<file path="src/rtl/fabric_common_pkg.sv">
// rtl/fabric_common_pkg.sv - shared scheduler state type and error codes
package fabric_common;

  typedef enum logic [1:0] {
    S_IDLE   = 2'd0,
    S_LAUNCH = 2'd1,
    S_DRAIN  = 2'd2
  } sched_state_e;

  localparam logic [15:0] RT_DATAFLOW_STREAM_SCHED_SPURIOUS = 16'h0001;
  localparam logic [15:0] RT_DATAFLOW_STREAM_SCHED_DESYNC   = 16'h0002;

endpackage

</file>
<file path="src/rtl/fabric_rr_pick.sv">
// rtl/fabric_rr_pick.sv - combinational round-robin picker, search starts at ptr_i and wraps
module fabric_rr_pick #(
  parameter int N  = 4,
  parameter int IW = $clog2(N)
) (
  input  logic [N-1:0]  req_i,
  input  logic [IW-1:0] ptr_i,
  output logic [N-1:0]  grant_o,
  output logic [IW-1:0] idx_o,
  output logic          any_o
);

  logic [IW:0]   sum;
  logic [IW-1:0] cand;

  always_comb begin
    grant_o = '0;
    idx_o   = '0;
    any_o   = 1'b0;
    sum     = '0;
    cand    = '0;
    for (int k = 0; k < N; k++) begin
      sum = {1'b0, ptr_i} + (IW+1)'(k);
      if (sum >= (IW+1)'(N)) sum = sum - (IW+1)'(N);
      cand = sum[IW-1:0];
      if (!any_o && req_i[cand]) begin
        any_o         = 1'b1;
        grant_o[cand] = 1'b1;
        idx_o         = cand;
      end
    end
  end

endmodule

</file>
<file path="src/rtl/dataflow_stream_sched.sv">
// rtl/dataflow_stream_sched.sv - arbitrates stream-engine jobs among requesters and routes the index stream back to the owner
module dataflow_stream_sched
  import fabric_common::*;
#(
  parameter int WIDTH   = 32,
  parameter int NUM_REQ = 4,
  localparam int IDW    = $clog2(NUM_REQ)
) (
  input  logic                     clk,
  input  logic                     rst_n,
  input  logic [NUM_REQ-1:0]       req_valid,
  output logic [NUM_REQ-1:0]       req_ready,
  input  logic [NUM_REQ*WIDTH-1:0] req_start_data,
  input  logic [NUM_REQ*WIDTH-1:0] req_step_data,
  input  logic [NUM_REQ*WIDTH-1:0] req_bound_data,
  output logic                     eng_start_valid,
  output logic                     eng_step_valid,
  output logic                     eng_bound_valid,
  input  logic                     eng_start_ready,
  input  logic                     eng_step_ready,
  input  logic                     eng_bound_ready,
  output logic [WIDTH-1:0]         eng_start_data,
  output logic [WIDTH-1:0]         eng_step_data,
  output logic [WIDTH-1:0]         eng_bound_data,
  input  logic                     eng_index_valid,
  input  logic [WIDTH-1:0]         eng_index_data,
  output logic                     eng_index_ready,
  input  logic                     eng_cont_valid,
  input  logic                     eng_cont_data,
  output logic                     eng_cont_ready,
  output logic [NUM_REQ-1:0]       out_valid,
  input  logic [NUM_REQ-1:0]       out_ready,
  output logic [WIDTH-1:0]         out_index,
  output logic                     out_last,
  output logic [IDW-1:0]           owner_id,
  output logic                     error_valid,
  output logic [15:0]              error_code
);

  sched_state_e     state_q, state_d;
  logic [IDW-1:0]   rr_ptr_q, rr_ptr_d;
  logic [IDW-1:0]   owner_q, owner_d;
  logic [WIDTH-1:0] start_q, start_d;
  logic [WIDTH-1:0] step_q, step_d;
  logic [WIDTH-1:0] bound_q, bound_d;
  logic             err_valid_q, err_valid_d;
  logic [15:0]      err_code_q, err_code_d;

  logic [NUM_REQ-1:0] pick_grant;
  logic [IDW-1:0]     pick_idx;
  logic               pick_any;
  logic [WIDTH-1:0]   sel_start, sel_step, sel_bound;
  logic               joint_valid, beat;

  fabric_rr_pick #(.N(NUM_REQ), .IW(IDW)) u_pick (
    .req_i   (req_valid),
    .ptr_i   (rr_ptr_q),
    .grant_o (pick_grant),
    .idx_o   (pick_idx),
    .any_o   (pick_any)
  );

  // Grant is one-hot, so an AND-OR mux selects the winner's operands.
  always_comb begin
    sel_start = '0;
    sel_step  = '0;
    sel_bound = '0;
    for (int i = 0; i < NUM_REQ; i++) begin
      if (pick_grant[i]) begin
        sel_start = sel_start | req_start_data[i*WIDTH +: WIDTH];
        sel_step  = sel_step  | req_step_data[i*WIDTH +: WIDTH];
        sel_bound = sel_bound | req_bound_data[i*WIDTH +: WIDTH];
      end
    end
  end

  assign joint_valid = eng_index_valid && eng_cont_valid;
  assign beat        = (state_q == S_DRAIN) && joint_valid && out_ready[owner_q];

  always_comb begin
    state_d         = state_q;
    rr_ptr_d        = rr_ptr_q;
    owner_d         = owner_q;
    start_d         = start_q;
    step_d          = step_q;
    bound_d         = bound_q;
    req_ready       = '0;
    eng_start_valid = 1'b0;
    eng_step_valid  = 1'b0;
    eng_bound_valid = 1'b0;
    eng_index_ready = 1'b0;
    out_valid       = '0;
    case (state_q)
      S_IDLE: begin
        req_ready = pick_grant;
        if (pick_any) begin
          owner_d = pick_idx;
          start_d = sel_start;
          step_d  = sel_step;
          bound_d = sel_bound;
          state_d = S_LAUNCH;
        end
      end
      S_LAUNCH: begin
        eng_start_valid = 1'b1;
        eng_step_valid  = 1'b1;
        eng_bound_valid = 1'b1;
        if (eng_start_ready && eng_step_ready && eng_bound_ready) state_d = S_DRAIN;
      end
      S_DRAIN: begin
        out_valid[owner_q] = joint_valid;
        eng_index_ready    = beat;
        if (beat && !eng_cont_data) begin
          state_d  = S_IDLE;
          rr_ptr_d = (owner_q == IDW'(NUM_REQ-1)) ? '0 : owner_q + 1'b1;
        end
      end
      default: state_d = S_IDLE;
    endcase
  end

  // Error capture only observes; it never feeds back into the FSM.
  always_comb begin
    err_valid_d = err_valid_q;
    err_code_d  = err_code_q;
    if (!err_valid_q) begin
      if (state_q != S_DRAIN && (eng_index_valid || eng_cont_valid)) begin
        err_valid_d = 1'b1;
        err_code_d  = RT_DATAFLOW_STREAM_SCHED_SPURIOUS;
      end else if (state_q == S_DRAIN && (eng_index_valid != eng_cont_valid)) begin
        err_valid_d = 1'b1;
        err_code_d  = RT_DATAFLOW_STREAM_SCHED_DESYNC;
      end
    end
  end

  always_ff @(posedge clk or negedge rst_n) begin
    if (!rst_n) begin
      state_q     <= S_IDLE;
      rr_ptr_q    <= '0;
      owner_q     <= '0;
      start_q     <= '0;
      step_q      <= '0;
      bound_q     <= '0;
      err_valid_q <= 1'b0;
      err_code_q  <= '0;
    end else begin
      state_q     <= state_d;
      rr_ptr_q    <= rr_ptr_d;
      owner_q     <= owner_d;
      start_q     <= start_d;
      step_q      <= step_d;
      bound_q     <= bound_d;
      err_valid_q <= err_valid_d;
      err_code_q  <= err_code_d;
    end
  end

  assign eng_cont_ready = eng_index_ready;
  assign eng_start_data = start_q;
  assign eng_step_data  = step_q;
  assign eng_bound_data = bound_q;
  assign out_index      = eng_index_data;
  assign out_last       = !eng_cont_data;
  assign owner_id       = owner_q;
  assign error_valid    = err_valid_q;
  assign error_code     = err_code_q;

endmodule

</file>
<file path="config.mk">
export PLATFORM = sky130hd
export DESIGN_NAME = dataflow_stream_sched
export DESIGN_NICKNAME = d
export VERILOG_FILES = /design/src/rtl/fabric_common_pkg.sv /design/src/rtl/fabric_rr_pick.sv /design/src/rtl/dataflow_stream_sched.sv
export SDC_FILE = /design/constraint.sdc
export NUM_CORES = 1
export LEC_CHECK = 0
export BUFFER_PORTS_ARGS = -buffer_cell sky130_fd_sc_hd__buf_4
export CAP_MARGIN = 20
export CORE_AREA = 3 3 228 230
export CTS_CLUSTER_SIZE = 10
export DETAILED_ROUTE_END_ITERATION = 10
export DIE_AREA = 0 0 231 233
export SYNTH_ARGS = -nofsm -noshare
export SYNTH_HDL_FRONTEND = slang
export SYNTH_SLANG_ARGS = --single-unit
</file>
<file path="constraint.sdc">
create_clock -name clk -period 4.1 [get_ports clk]
set_input_delay 0.615 -clock clk [delete_from_list [all_inputs] [get_ports clk]]
set_output_delay 0.615 -clock clk [all_outputs]
set_load 0.02 [all_outputs]
</file>
---- After elaboration in Yosys (flattened, before gate mapping) ----
Index checks and enable logic that the tools add are counted.
operators by class
  $add $sub $neg .......................... 8
  $lt $le $gt $ge ......................... 14
  eq/ne operators ......................... 8
  multiplexer cells ....................... 62
  bitwise operators ....................... 14
  reduce and logical (&&, ||, !) cells .... 27
operators by type and width
  cell                                                                count
  two-way mux 32 bit                                                  12
  bitwise OR 32 bit                                                   9
  two-way mux 16 bit                                                  2
  two-way mux 2 bit                                                   12
  two-way mux 4 bit                                                   6
  two-way mux 1 bit                                                   19
  logical AND 1 bit                                                   16
  less-than comparator 2 x 3 -> 1 bit (second input constant)         5
  bitwise OR 4 bit                                                    3
  binary-select mux 1 bit (select 2 bit)                              5
  demux 1 bit (select 2 bit)                                          5
  greater-or-equal comparator 2 x 1 -> 1 bit (second input constant)  5
  greater-or-equal comparator 3 bit (second input constant)           3
  subtractor 2 x 1 -> 2 bit (second input constant)                   4
  adder 2 x 2 -> 3 bit (second input constant)                        2
  inequality test 2 bit (second input constant)                       3
  one-hot mux 2 bit (3 select lines)                                  1
  AND reduction 2 bit                                                 3
  bitwise AND 4 bit                                                   1
  == test 2 bit (second input constant)                               2
  zero test 1 bit                                                     4
  adder 2 x 1 -> 3 bit (second input constant)                        1
  greater-or-equal comparator 2 x 3 -> 1 bit (second input constant)  1
  AND reduction 3 bit                                                 1
  other kinds (8)                                                     8
storage, ports and cells
  bits in registers ....................... 119
  input bits .............................. 432
  output and inout port bits .............. 161
  word-level logic and storage cells ...... 141

---- Longest topological paths before layout ----
  depth in word-level cells ............... 21
  depth in mapped cells ................... 13
  depth with buffers taken out ............ 7

---- Hierarchy ----
A second synthesis with hierarchy kept.
unflattened totals
  cells, all modules ...................... 701
  area, all modules ....................... 6,500.0 µm²
modules (own cells, without submodules)
  module                 times used  cells each  area each (µm²)  sequential area each (µm²)
  dataflow_stream_sched  1           656         6,078.3          2,627.5
  fabric_rr_pick         1           45          421.7            0.0

---- Least setup slack after synthesis ----
OpenSTA, ideal clock, no wires.
  path type ............................... reg-to-output
  start point ............................. reg rr_ptr_q[0]
  end point ............................... out req_ready[1]
  data arrival time ....................... 2.840 ns
  data required time ...................... 3.485 ns
  path slack .............................. 0.645 ns
  cell stages (with the launch flop) ...... 13
  buffers on the path ..................... 5
  cells stage by stage .................... dfrtp_1 -> buf_6 -> buf_2 -> inv_1 -> ha_1 -> clkbuf_1 -> mux4_2 -> nand3b_1 -> a21oi_4 -> buf_4 -> buf_2 -> a21oi_1 -> nor2_1
on the way
  word-level cells in the longest chain between the ends .. 15
  elaborated cells on any way between the ends .. 60
  those cells by class .................... add/sub (7); order compare (12); mux (28); bitwise (3); reduce/logical (10)
ends and longest elaborated chain
  item                                                           RTL line                      RTL
  start: declaration                                             dataflow_stream_sched.sv:41   logic [IDW-1:0] rr_ptr_q, rr_ptr_d;
  start signal: assignment                                       dataflow_stream_sched.sv:149  rr_ptr_q <= rr_ptr_d;
  branches (longest 13 deep; another with adder 2 x 1 -> 3 bit)  n/a
  two-way mux 4 bit (*)                                          fabric_rr_pick.sv:26          if (!any_o && req_i[cand]) begin
  two-way mux 4 bit (*)                                          dataflow_stream_sched.sv:93   case (state_q)
  end: declaration                                               dataflow_stream_sched.sv:12   output logic [NUM_REQ-1:0] req_ready,
Every way passes the cells marked *. The select of a mux whose other input is x is not followed.

---- Worst setup path in the final report ----
  start point ............................. reg rr_ptr_q[1]
  end point ............................... out req_ready[2]
The elaborated chain is that of the path after synthesis.

==> out/metrics.csv <==
stage,metric,value,unit
status,status,finished clean,
drt,DRT antenna net count,0,
critical_path,Critical Path End Type,output pin,
critical_path,WP data required,3.48,ns
cts,"Clk pin slew, worst setup/hold paths",0.08,ns
hold_path,Min-Delay Path Class,in -> async,
critical_path,R2R Setup Slk,1.20,ns
drt,Pre-antenna DRT Iters,5,
logic_synthesis,"Cell Area, Synth",9820,sq um
cts,number of H-tree levels,3,
sta,Final WS setup,0.562,ns
cts,"Clk Latency, worst-skew pair",0.39,ns
critical_path,Worst Path Max Fanout,8,
placement,Routability Congestion,0.864,
cts,CTS Buf Count,9,
placement,pre-CTS setup slack,0.926,ns
drt,vias per cell,5.56,
final_layout,nets@finish,2091,
placement,# port buffers,514,
cts,cts hold-fix bufs,0,
sta,max frequency,283,MHz
pwr,Pleak,6.24,nW
cts,Root Buffer,clkbuf_16,
cts,post-cts sizing count,0,
sta,Setup Skew,0.0133,ns
final_layout,Final Core Density,28.4,%
floorplan,Die ar.,53800,sq um
run,max cap viols,0,
logic_synthesis,Post-Syn Area per Cell,7.69,sq um
logic_synthesis,post-synthesis sequential area ratio,26.7,%
floorplan,Initial Utilization,19.6,%
cts,clock tree buffer depth,2,
sta,slew of the pin with the lowest slew margin,0.865,ns
critical_path,crit path DAT,2.92,ns
global_route,initial antenna violation count,3,
sta,Final min period,3.54,ns
final_layout,Area Growth Syn to Fin,45.0,%
global_route,largest net degree at the start of global routing,106,
cts,Setup Buffers After CTS,0,
logic_synthesis,cell count after synthesis,1278,
final_layout,share of layout cells above drive strength 1,34.9,%
critical_path,reg2reg start,rr_ptr_q[1],
drt,Routed wire per std cell,23.6,microns
sta,slew margin rel.,42.4,%
logic_synthesis,Post-synth EDFFs,0,
logic_synthesis,Seq cells post-synth,105,
logic_synthesis,synth warn,0,
final_layout,"commonest non-fill, non-tap cells in the layout","buf_4, nor2_1, a31oi_1",
critical_path,Crit Reg-Reg Endpoint,eng_step_data[31],
final_layout,Multi-input gate area,6240,sq um
drt,Final Routed Wirelength,54900,microns
global_route,vias in the first global route,13100,
drt,vias post-DR,12900,
placement,cell count after placement,2308,
logic_synthesis,ys async rst share,100,%
drt,number of DRC markers in iteration 0,955,
global_route,global-route wire length before repair,79200,microns
pwr,Pwr Density,699,nW/um^2
critical_path,WS Path Type,reg -> out,
cts,CTS tree,done,
floorplan,# rows,82,
final_layout,"non-filler cells, final",2325,
sta,Setup TNS Final,0,ns
floorplan,Ports,593,
floorplan,core area,50100,sq um
final_layout,register area,2630,sq um
logic_synthesis,Post-synth top flop,dfrtp_1,
placement,Detail Placement HPWL,35900,microns
critical_path,crit start category,flip-flop,
final_layout,"commonest non-fill, non-tap cell in the layout",buf_4,
global_route,GRT overflow,0,
floorplan,chip width,231,microns
final_layout,fill count,5402,
sta,hold violation count in the final report,0,
cts,CTS sink count,105,
drt,DRC,0,
pwr,worst ir drop on vdd,463,uV
critical_path,worst reg2reg path depth,8,
sta,max-slew violation count,0,
sta,period utilisation layout,86.3,%
sta,RSZ-0062 raised after global routing,no,
global_route,overall routing resource usage,19.2,%
logic_synthesis,synth unique cells,38,
sta,final setup vio count,0,
floorplan,chip height,233,microns
sta,Hold WS,0.267,ns
## synth_stat cells (all sizes together) (4+ instances only)
library cell	n	area, sq um
nand2	10	37.5
o21ai	5	25.0
a22o	192	1680
mux2i	5	50.1
nand3	98	490
a21oi	107	558
buf	104	711
inv	10	37.5
dfrtp	105	2630
nand2b	7	43.8
a22oi	99	743
clkbuf	91	342
o22ai	5	31.3
mux4	5	113
nor2b	4	32.5
ha	12	150
and3	4	25.0
a31oi	193	1210
nor2	201	754
## power breakdown
group | switching, mW | leakage, nW | total [mW] | internal, mW
sequential | 0.325 | 1.17 | 1.85 | 1.53
clock | 0.498 | 0.139 | 0.977 | 0.479
combinational | 4.43 | 4.94 | 7.12 | 2.69
total | 5.25 | 6.24 | 9.95 | 4.70
## logic make-up (layout without fill, tap and decap cells)
family,after synthesis,after routing,share of synthesized area (%)
multiplexers,12,12,1.89
other,1,15,0.0382
AND/OR/NAND/NOR,331,331,14.6
buffers and inverters,205,566,11.1
flip-flops,105,105,26.7
AO/OA/AOI/OAI,612,612,44.1
adder cells (fa/ha/maj),12,12,1.53
## flip-flops by register name (all words and copies together), names as in the netlist
name and flops:
eng_bound_data 32, eng_start_data 32, eng_step_data 32, error_code 2, owner_id 2, rr_ptr_q 2
state_q 2, error_valid 1
## worst max-delay path: stages (launching register included)
cell and delay, ns:
dfrtp_1 0.35, inv_1 0.13, ha_1 0.48, mux4_2 0.43, or2_1 0.32, nor2_1 0.12
buf_4 0.16, a21oi_1 0.11, nor2_1 0.24, buf_4 0.19
## area by class of cell
cell class                      instances  area share, %
Antenna cell                            1         0.0176
Clock buffer                           10           1.61
Clock inverter                          6          0.475
Inverter                               10          0.264
Multi-Input combinational cell        981           43.8
Sequential cell                       105           18.5
Tap cell                              672           5.91
Timing Repair Buffer                  540           29.4
## through the flow
stage	area, sq um	total power [mW]
floorplan	9870	6.23
global placement	13900	8.82
detailed placement	13900	8.93
CTS	14200	9.95
global route	14200	10.6
finish	14200	9.95
## layer usage
layer | vias to the layer above | global-route usage (%) | part of all wire [%]
met5 | - | 0 | 0
met4 | 0 | 9.82 | 4.0
met3 | 133 | 3.55 | 8.7
met2 | 905 | 32.6 | 47
met1 | 6277 | 23.1 | 40
li1 | 5620 | - | -
## worst max path at each step
stage / start / end / slack, ns / cells past startpoint
floorplan: rr_ptr_q[0] / req_ready[1] / 0.65 / 12
global placement: req_valid[3] / req_ready[2] / 0.96 / 8
detailed placement: req_valid[3] / req_ready[2] / 0.93 / 8
CTS: rr_ptr_q[1] / req_ready[2] / 0.51 / 9
global route: rr_ptr_q[1] / req_ready[2] / 0.40 / 9
finish: rr_ptr_q[1] / req_ready[2] / 0.56 / 9
Note: power is estimated with default switching activity, not from simulation.
